**src/rtl/bus_pkg.sv**
```systemverilog
// Shared types and constants for the bus master interface slice.
package bus_pkg;

    typedef enum logic [1:0] {
        IDLE   = 2'd0,
        REQ    = 2'd1,
        ACCESS = 2'd2,
        WAIT   = 2'd3
    } state_t;

    localparam logic ENABLE_  = 1'b0;
    localparam logic DISABLE_ = 1'b1;
    localparam logic READ     = 1'b1;
    localparam logic WRITE    = 1'b0;

    localparam int ADDR_W_DEF  = 30;
    localparam int DATA_W_DEF  = 32;
    localparam int TIMEOUT_DEF = 255;
    localparam int CNT_W       = 10;

endpackage

```
**src/rtl/bus_master_if_if.sv**
```systemverilog
// External bus signal bundle; master drives strobes/attributes, slave answers.
interface bus_master_if_if
    import bus_pkg::*;
#(
    parameter int ADDR_W = ADDR_W_DEF,
    parameter int DATA_W = DATA_W_DEF
) ();

    logic              bus_req_n;
    logic              bus_as_n;
    logic              bus_rw;
    logic [ADDR_W-1:0] bus_addr;
    logic [DATA_W-1:0] bus_wr_data;
    logic              bus_grnt_n;
    logic              bus_rdy_n;
    logic [DATA_W-1:0] bus_rd_data;

    modport master (
        output bus_req_n, bus_as_n, bus_rw, bus_addr, bus_wr_data,
        input  bus_grnt_n, bus_rdy_n, bus_rd_data
    );

    modport slave (
        input  bus_req_n, bus_as_n, bus_rw, bus_addr, bus_wr_data,
        output bus_grnt_n, bus_rdy_n, bus_rd_data
    );

endinterface

```
**src/rtl/bus_timeout_cnt.sv**
```systemverilog
// Wait-cycle counter; expired flags the cycle whose increment reaches TIMEOUT.
module bus_timeout_cnt
    import bus_pkg::*;
#(
    parameter int TIMEOUT = TIMEOUT_DEF
) (
    input  logic clk,
    input  logic reset,
    input  logic clear,
    input  logic enable,
    output logic expired
);

    localparam logic [CNT_W-1:0] LAST = CNT_W'(TIMEOUT - 1);

    logic [CNT_W-1:0] cnt;

    always_ff @(posedge clk) begin
        if (reset || clear) begin
            cnt <= '0;
        end else if (enable) begin
            cnt <= cnt + 1'b1;
        end
    end

    assign expired = enable && (cnt == LAST);

endmodule

```
**src/rtl/bus_master_if.sv**
```systemverilog
// CPU-side request to external request/grant/strobe/ready bus master.
module bus_master_if
    import bus_pkg::*;
#(
    parameter int ADDR_W  = ADDR_W_DEF,
    parameter int DATA_W  = DATA_W_DEF,
    parameter int TIMEOUT = TIMEOUT_DEF
) (
    input  logic              clk,
    input  logic              reset,
    input  logic              cpu_req,
    input  logic              cpu_rw,
    input  logic [ADDR_W-1:0] cpu_addr,
    input  logic [DATA_W-1:0] cpu_wr_data,
    output logic [DATA_W-1:0] cpu_rd_data,
    output logic              busy,
    output logic              done,
    output logic              err,
    bus_master_if_if.master   bus
);

    state_t state, state_nxt;

    logic              expired;
    logic              rdy;
    logic              req_n_nxt;
    logic              as_n_nxt;
    logic              rw_nxt;
    logic [ADDR_W-1:0] addr_nxt;
    logic [DATA_W-1:0] wd_nxt;
    logic [DATA_W-1:0] rd_nxt;
    logic              done_nxt;
    logic              err_nxt;

    assign rdy = (bus.bus_rdy_n == ENABLE_);

    bus_timeout_cnt #(
        .TIMEOUT (TIMEOUT)
    ) u_cnt (
        .clk     (clk),
        .reset   (reset),
        .clear   (state == ACCESS),
        .enable  ((state == WAIT) && !rdy),
        .expired (expired)
    );

    always_ff @(posedge clk) begin
        if (reset) begin
            state <= IDLE;
        end else begin
            state <= state_nxt;
        end
    end

    always_comb begin
        state_nxt = state;
        unique case (state)
            IDLE:    if (cpu_req) state_nxt = REQ;
            REQ:     if (bus.bus_grnt_n == ENABLE_) state_nxt = ACCESS;
            ACCESS:  state_nxt = WAIT;
            WAIT:    if (rdy || expired) state_nxt = IDLE;
            default: state_nxt = IDLE;
        endcase
    end

    // Ready beats timeout when both land on the same cycle.
    always_comb begin
        req_n_nxt = bus.bus_req_n;
        as_n_nxt  = DISABLE_;
        rw_nxt    = bus.bus_rw;
        addr_nxt  = bus.bus_addr;
        wd_nxt    = bus.bus_wr_data;
        rd_nxt    = cpu_rd_data;
        done_nxt  = 1'b0;
        err_nxt   = 1'b0;
        unique case (state)
            IDLE: begin
                if (cpu_req) begin
                    req_n_nxt = ENABLE_;
                    rw_nxt    = cpu_rw;
                    addr_nxt  = cpu_addr;
                    wd_nxt    = cpu_wr_data;
                end
            end
            REQ: begin
                if (bus.bus_grnt_n == ENABLE_) as_n_nxt = ENABLE_;
            end
            ACCESS: ;
            WAIT: begin
                if (rdy) begin
                    done_nxt  = 1'b1;
                    req_n_nxt = DISABLE_;
                    if (bus.bus_rw == READ) rd_nxt = bus.bus_rd_data;
                end else if (expired) begin
                    err_nxt   = 1'b1;
                    req_n_nxt = DISABLE_;
                end
            end
            default: ;
        endcase
    end

    always_ff @(posedge clk) begin
        if (reset) begin
            bus.bus_req_n   <= DISABLE_;
            bus.bus_as_n    <= DISABLE_;
            bus.bus_rw      <= READ;
            bus.bus_addr    <= '0;
            bus.bus_wr_data <= '0;
            cpu_rd_data     <= '0;
            busy            <= 1'b0;
            done            <= 1'b0;
            err             <= 1'b0;
        end else begin
            bus.bus_req_n   <= req_n_nxt;
            bus.bus_as_n    <= as_n_nxt;
            bus.bus_rw      <= rw_nxt;
            bus.bus_addr    <= addr_nxt;
            bus.bus_wr_data <= wd_nxt;
            cpu_rd_data     <= rd_nxt;
            busy            <= (state_nxt != IDLE);
            done            <= done_nxt;
            err             <= err_nxt;
        end
    end

endmodule
```
**src/flat_wrapper.sv**
```systemverilog
// flat-port wrapper written by rule: the top's interface ports become plain ports
module bus_master_if_flat import bus_pkg::*;
#(
    parameter int ADDR_W  = ADDR_W_DEF,
    parameter int DATA_W  = DATA_W_DEF,
    parameter int TIMEOUT = TIMEOUT_DEF
)
  (clk, reset, cpu_req, cpu_rw, cpu_addr, cpu_wr_data, cpu_rd_data, busy, done, err, bus_bus_req_n, bus_bus_as_n, bus_bus_rw, bus_bus_addr, bus_bus_wr_data, bus_bus_grnt_n, bus_bus_rdy_n, bus_bus_rd_data);
  bus_master_if_if #(.ADDR_W(ADDR_W), .DATA_W(DATA_W)) bus_i ();
  input  logic clk;
  input  logic reset;
  input  logic cpu_req;
  input  logic cpu_rw;
  input  logic [ADDR_W-1:0] cpu_addr;
  input  logic [DATA_W-1:0] cpu_wr_data;
  output logic [DATA_W-1:0] cpu_rd_data;
  output logic busy;
  output logic done;
  output logic err;
  output wire logic [$bits(bus_i.bus_req_n)-1:0] bus_bus_req_n;
  output wire logic [$bits(bus_i.bus_as_n)-1:0] bus_bus_as_n;
  output wire logic [$bits(bus_i.bus_rw)-1:0] bus_bus_rw;
  output wire logic [$bits(bus_i.bus_addr)-1:0] bus_bus_addr;
  output wire logic [$bits(bus_i.bus_wr_data)-1:0] bus_bus_wr_data;
  input wire logic [$bits(bus_i.bus_grnt_n)-1:0] bus_bus_grnt_n;
  input wire logic [$bits(bus_i.bus_rdy_n)-1:0] bus_bus_rdy_n;
  input wire logic [$bits(bus_i.bus_rd_data)-1:0] bus_bus_rd_data;
  assign bus_bus_req_n = bus_i.bus_req_n;
  assign bus_bus_as_n = bus_i.bus_as_n;
  assign bus_bus_rw = bus_i.bus_rw;
  assign bus_bus_addr = bus_i.bus_addr;
  assign bus_bus_wr_data = bus_i.bus_wr_data;
  assign bus_i.bus_grnt_n = bus_bus_grnt_n;
  assign bus_i.bus_rdy_n = bus_bus_rdy_n;
  assign bus_i.bus_rd_data = bus_bus_rd_data;
  bus_master_if #(.ADDR_W(ADDR_W), .DATA_W(DATA_W), .TIMEOUT(TIMEOUT)) u_core (.clk(clk), .reset(reset), .cpu_req(cpu_req), .cpu_rw(cpu_rw), .cpu_addr(cpu_addr), .cpu_wr_data(cpu_wr_data), .cpu_rd_data(cpu_rd_data), .busy(busy), .done(done), .err(err), .bus(bus_i));
endmodule
```
**config.mk**
```make
export PLATFORM = sky130hd
export DESIGN_NAME = bus_master_if_flat
export DESIGN_NICKNAME = d
export VERILOG_FILES = /design/src/rtl/bus_pkg.sv /design/src/rtl/bus_master_if_if.sv /design/src/rtl/bus_timeout_cnt.sv /design/src/rtl/bus_master_if.sv /design/src/flat_wrapper.sv
export SDC_FILE = /design/constraint.sdc
export NUM_CORES = 1
export LEC_CHECK = 0
export ABC_AREA = 1
export ABC_CLOCK_PERIOD_IN_PS = 1400
export CORE_AREA = 2 2 105 107
export CTS_CLUSTER_DIAMETER = 80
export CTS_CLUSTER_SIZE = 40
export DETAILED_ROUTE_END_ITERATION = 10
export DIE_AREA = 0 0 107 109
export PLACE_DENSITY_LB_ADDON = 0.12
export SLEW_MARGIN = 10
export SYNTH_ARGS = -nofsm -noshare
export SYNTH_HDL_FRONTEND = slang
export SYNTH_SLANG_ARGS = --single-unit
```
**constraint.sdc**
```tcl
create_clock -name clk -period 1.4 [get_ports clk]
set_input_delay 0.21 -clock clk [delete_from_list [all_inputs] [get_ports clk]]
set_output_delay 0.21 -clock clk [all_outputs]
set_load 0.05 [all_outputs]
```
==> metrics <==
IO buf count 199; placed cell count 851; DR iter-0 viols 247; status finished, final reports clean; pin count of the biggest net entering global routing 43; final antenna-violating net count 0; reg2reg setup slack 0.09 ns; fin cells 867; FF-to-FF Start u_core.state[1]; vias post-DR 4,053; worst path arrival time 1.57 ns; full die area 0.0117 sq mm; initial core utilization 0.386; synth warn 0; maximum buffer depth of the clock tree 2; CP startpoint kind flip-flop; Placer Congestion 0.781; Post-Route WL 12,100 microns; worst reg-to-reg path cell count 5; first-pass GRT wire length 19,600 microns; nature of the critical path endpoint flip-flop; initial antenna violation count 0; worst slew margin relative to its limit 0.819; CTS tree done; final setup fails 0; Ports 200; vias in the first global route 4,068; antenna cells 0; CTS Buf Count 9; post-synthesis cell type count 29; Placed Area 0.00734 sq mm; Final #Nets 824; fin. max-slew vios 0; WHS Path Cells 3; row count 38; Pleak 3.03 nW; VDD IR max 0.680 mV; Die W 107 microns; Mapped Cells 523; post-CTS resize count 0; drt first pass iters 4; fin crit period 1.31 ns; fmax 766 MHz; commonest non-fill, non-tap cell in the layout nor2_1; RSZ-0062 raised after global routing no; Via density 4.67; Post-route DRC 0; Final Core Density 0.711; Total Routing Usage GR 0.214; CTS hold repair buffers 0; post-layout power 0.00951 W; Syn Nets 625; core area 0.0106 sq mm; Yosys reg bits 112; Setup Fix Bufs, Post-CTS 0; clock skew 0.00760 ns; Final Hold Fails 0; crit-path max FO 28; total gr overflow 0; total negative slack 0 ns; share of the yosys chip area belonging to registers 0.548; Die Y 109 microns; crit path kind reg2reg; most frequent cells in the layout nor2_1 (202), dfxtp_1 (110), buf_12 (109); max_cap viols 0; Worst Path Required 1.66 ns; Layout area overhead 84.2%; # clock sinks 112; DR WL/cell 13.9 microns; Slew @ Worst Pin 0.272 ns; Root Buffer clkbuf_8; share of layout cells above drive strength 1 0.205; CTS H-Tree Depth 3; pwr dens 1260 mW/mm^2; fin crit share 0.932; CTS clk-pin slew, worst paths 0.10 ns; Hold Startpoint cpu_rw; mapped cell area 0.00409 sq mm; Clock Latency Late Sink 0.37 ns; RR Endpoint u_core.bus.bus_addr[17]; Worst Hold Path EP u_core.bus.bus_rw; hpwl dp 9330 microns; synthesized area per cell 7.82 sq um; design area 0.00753 sq mm; Tightest Hold Check Type in2reg
==> where the power goes <==
part           leakage, nW  switching (W)  total [W]  internal [W]
Combinational         2.02        0.00200    0.00385       0.00186
Sequential           0.919       0.000367    0.00391       0.00354
Clock               0.0930        0.00105    0.00175      0.000696
==> cell families (layout without fill, tap and decap cells) <==
| group | after synthesis | in the layout | share of synthesized area |
|---|---|---|---|
| adders and majority gates | 2 | 2 | 0.00612 |
| DFF | 112 | 112 | 0.548 |
| xor gates and xnor gates | 3 | 3 | 0.00643 |
| and+or+nand+nor | 257 | 257 | 0.256 |
| buffers and inverters | 44 | 248 | 0.0542 |
| AOI/OAI and AO/OA | 105 | 105 | 0.129 |
==> synth_stat cells <==
| cell | number | area, sq um |
|---|---|---|
| nor2_1 | 203 | 762 |
| o21ai_0 | 93 | 465 |
| nand3_1 | 6 | 30.0 |
| nand2_4 | 1 | 11.3 |
| inv_1 | 12 | 45.0 |
| or2_0 | 3 | 18.8 |
| clkbuf_1 | 13 | 48.8 |
| a21oi_1 | 8 | 40.0 |
| inv_4 | 1 | 6.26 |
| dfxtp_1 | 112 | 2240 |
| buf_6 | 3 | 33.8 |
| buf_2 | 7 | 35.0 |
| nor3_1 | 1 | 5.00 |
| nand4_1 | 1 | 6.26 |
| nor4_1 | 1 | 6.26 |
| nand3_2 | 1 | 10.0 |
| clkinv_1 | 1 | 3.75 |
| o21bai_1 | 1 | 7.51 |
| nor2_4 | 1 | 11.3 |
| o21ai_1 | 3 | 15.0 |
| nor2_8 | 1 | 20.0 |
| inv_2 | 1 | 3.75 |
| buf_4 | 6 | 45.0 |
| nand4_4 | 1 | 21.3 |
| nand2_2 | 2 | 12.5 |
| xor2_1 | 2 | 17.5 |
| ha_1 | 2 | 25.0 |
| nand2_1 | 35 | 131 |
| xnor2_1 | 1 | 8.76 |
==> flip-flops by register name (all words and copies together), names as in the netlist <==
register,flops
u_core.bus.bus_wr_data,32
u_core.cpu_rd_data,32
u_core.bus.bus_addr,30
u_core.u_cnt.cnt,10
u_core.state,2
u_core.bus.bus_as_n,1
u_core.bus.bus_req_n,1
u_core.bus.bus_rw,1
u_core.busy,1
u_core.done,1
u_core.err,1
==> metrics by stage <==
stage,hold WS (ns),setup WS [ns]
after floorplan,0.287,0.0577
after global placement,0.466,-0.139
after detailed placement,0.482,-0.187
after CTS,0.386,0.0153
after global routing,0.410,0.00663
final,0.393,0.0946
==> worst max-delay path: stages (launching register included) <==
cell	delay (ns)
dfxtp_2	0.36
nor2_1	0.20
nand2_2	0.18
buf_12	0.21
o21ai_0	0.19
nor2_1	0.06
==> metal layers <==
layer,up-vias,GRT usage,share of wire
met5,-,0,0
met4,0,0.0705,0.016
met3,16,0.0729,0.074
met2,121,0.374,0.52
met1,1857,0.245,0.39
li1,2059,-,-
==> worst max path at each step <==
stage | from | to | slack (ns) | cells past startpoint
floorplan | u_core.bus.bus_rw | u_core.cpu_rd_data[10] | 0.06 | 4
global placement | bus_bus_rdy_n | u_core.cpu_rd_data[22] | -0.14 | 6
detailed placement | bus_bus_rdy_n | u_core.cpu_rd_data[17] | -0.19 | 6
CTS | u_core.state[1] | u_core.cpu_rd_data[17] | 0.02 | 6
global route | u_core.u_cnt.cnt[0] | u_core.busy | 0.007 | 9
finish | u_core.state[1] | u_core.bus.bus_addr[17] | 0.09 | 5
==> layout make-up <==
| cell class | count | area, sq um |
|---|---|---|
| sequential | 112 | 2240 |
| fill | 800 | 3070 |
| tap | 140 | 175 |
| clock inverter | 5 | 32.5 |
| timing repair buffer | 217 | 3240 |
| clock buffer | 11 | 141 |
| multi-input combinational | 367 | 1640 |
| inverter | 15 | 58.8 |
(Power assumes the default switching activity.)
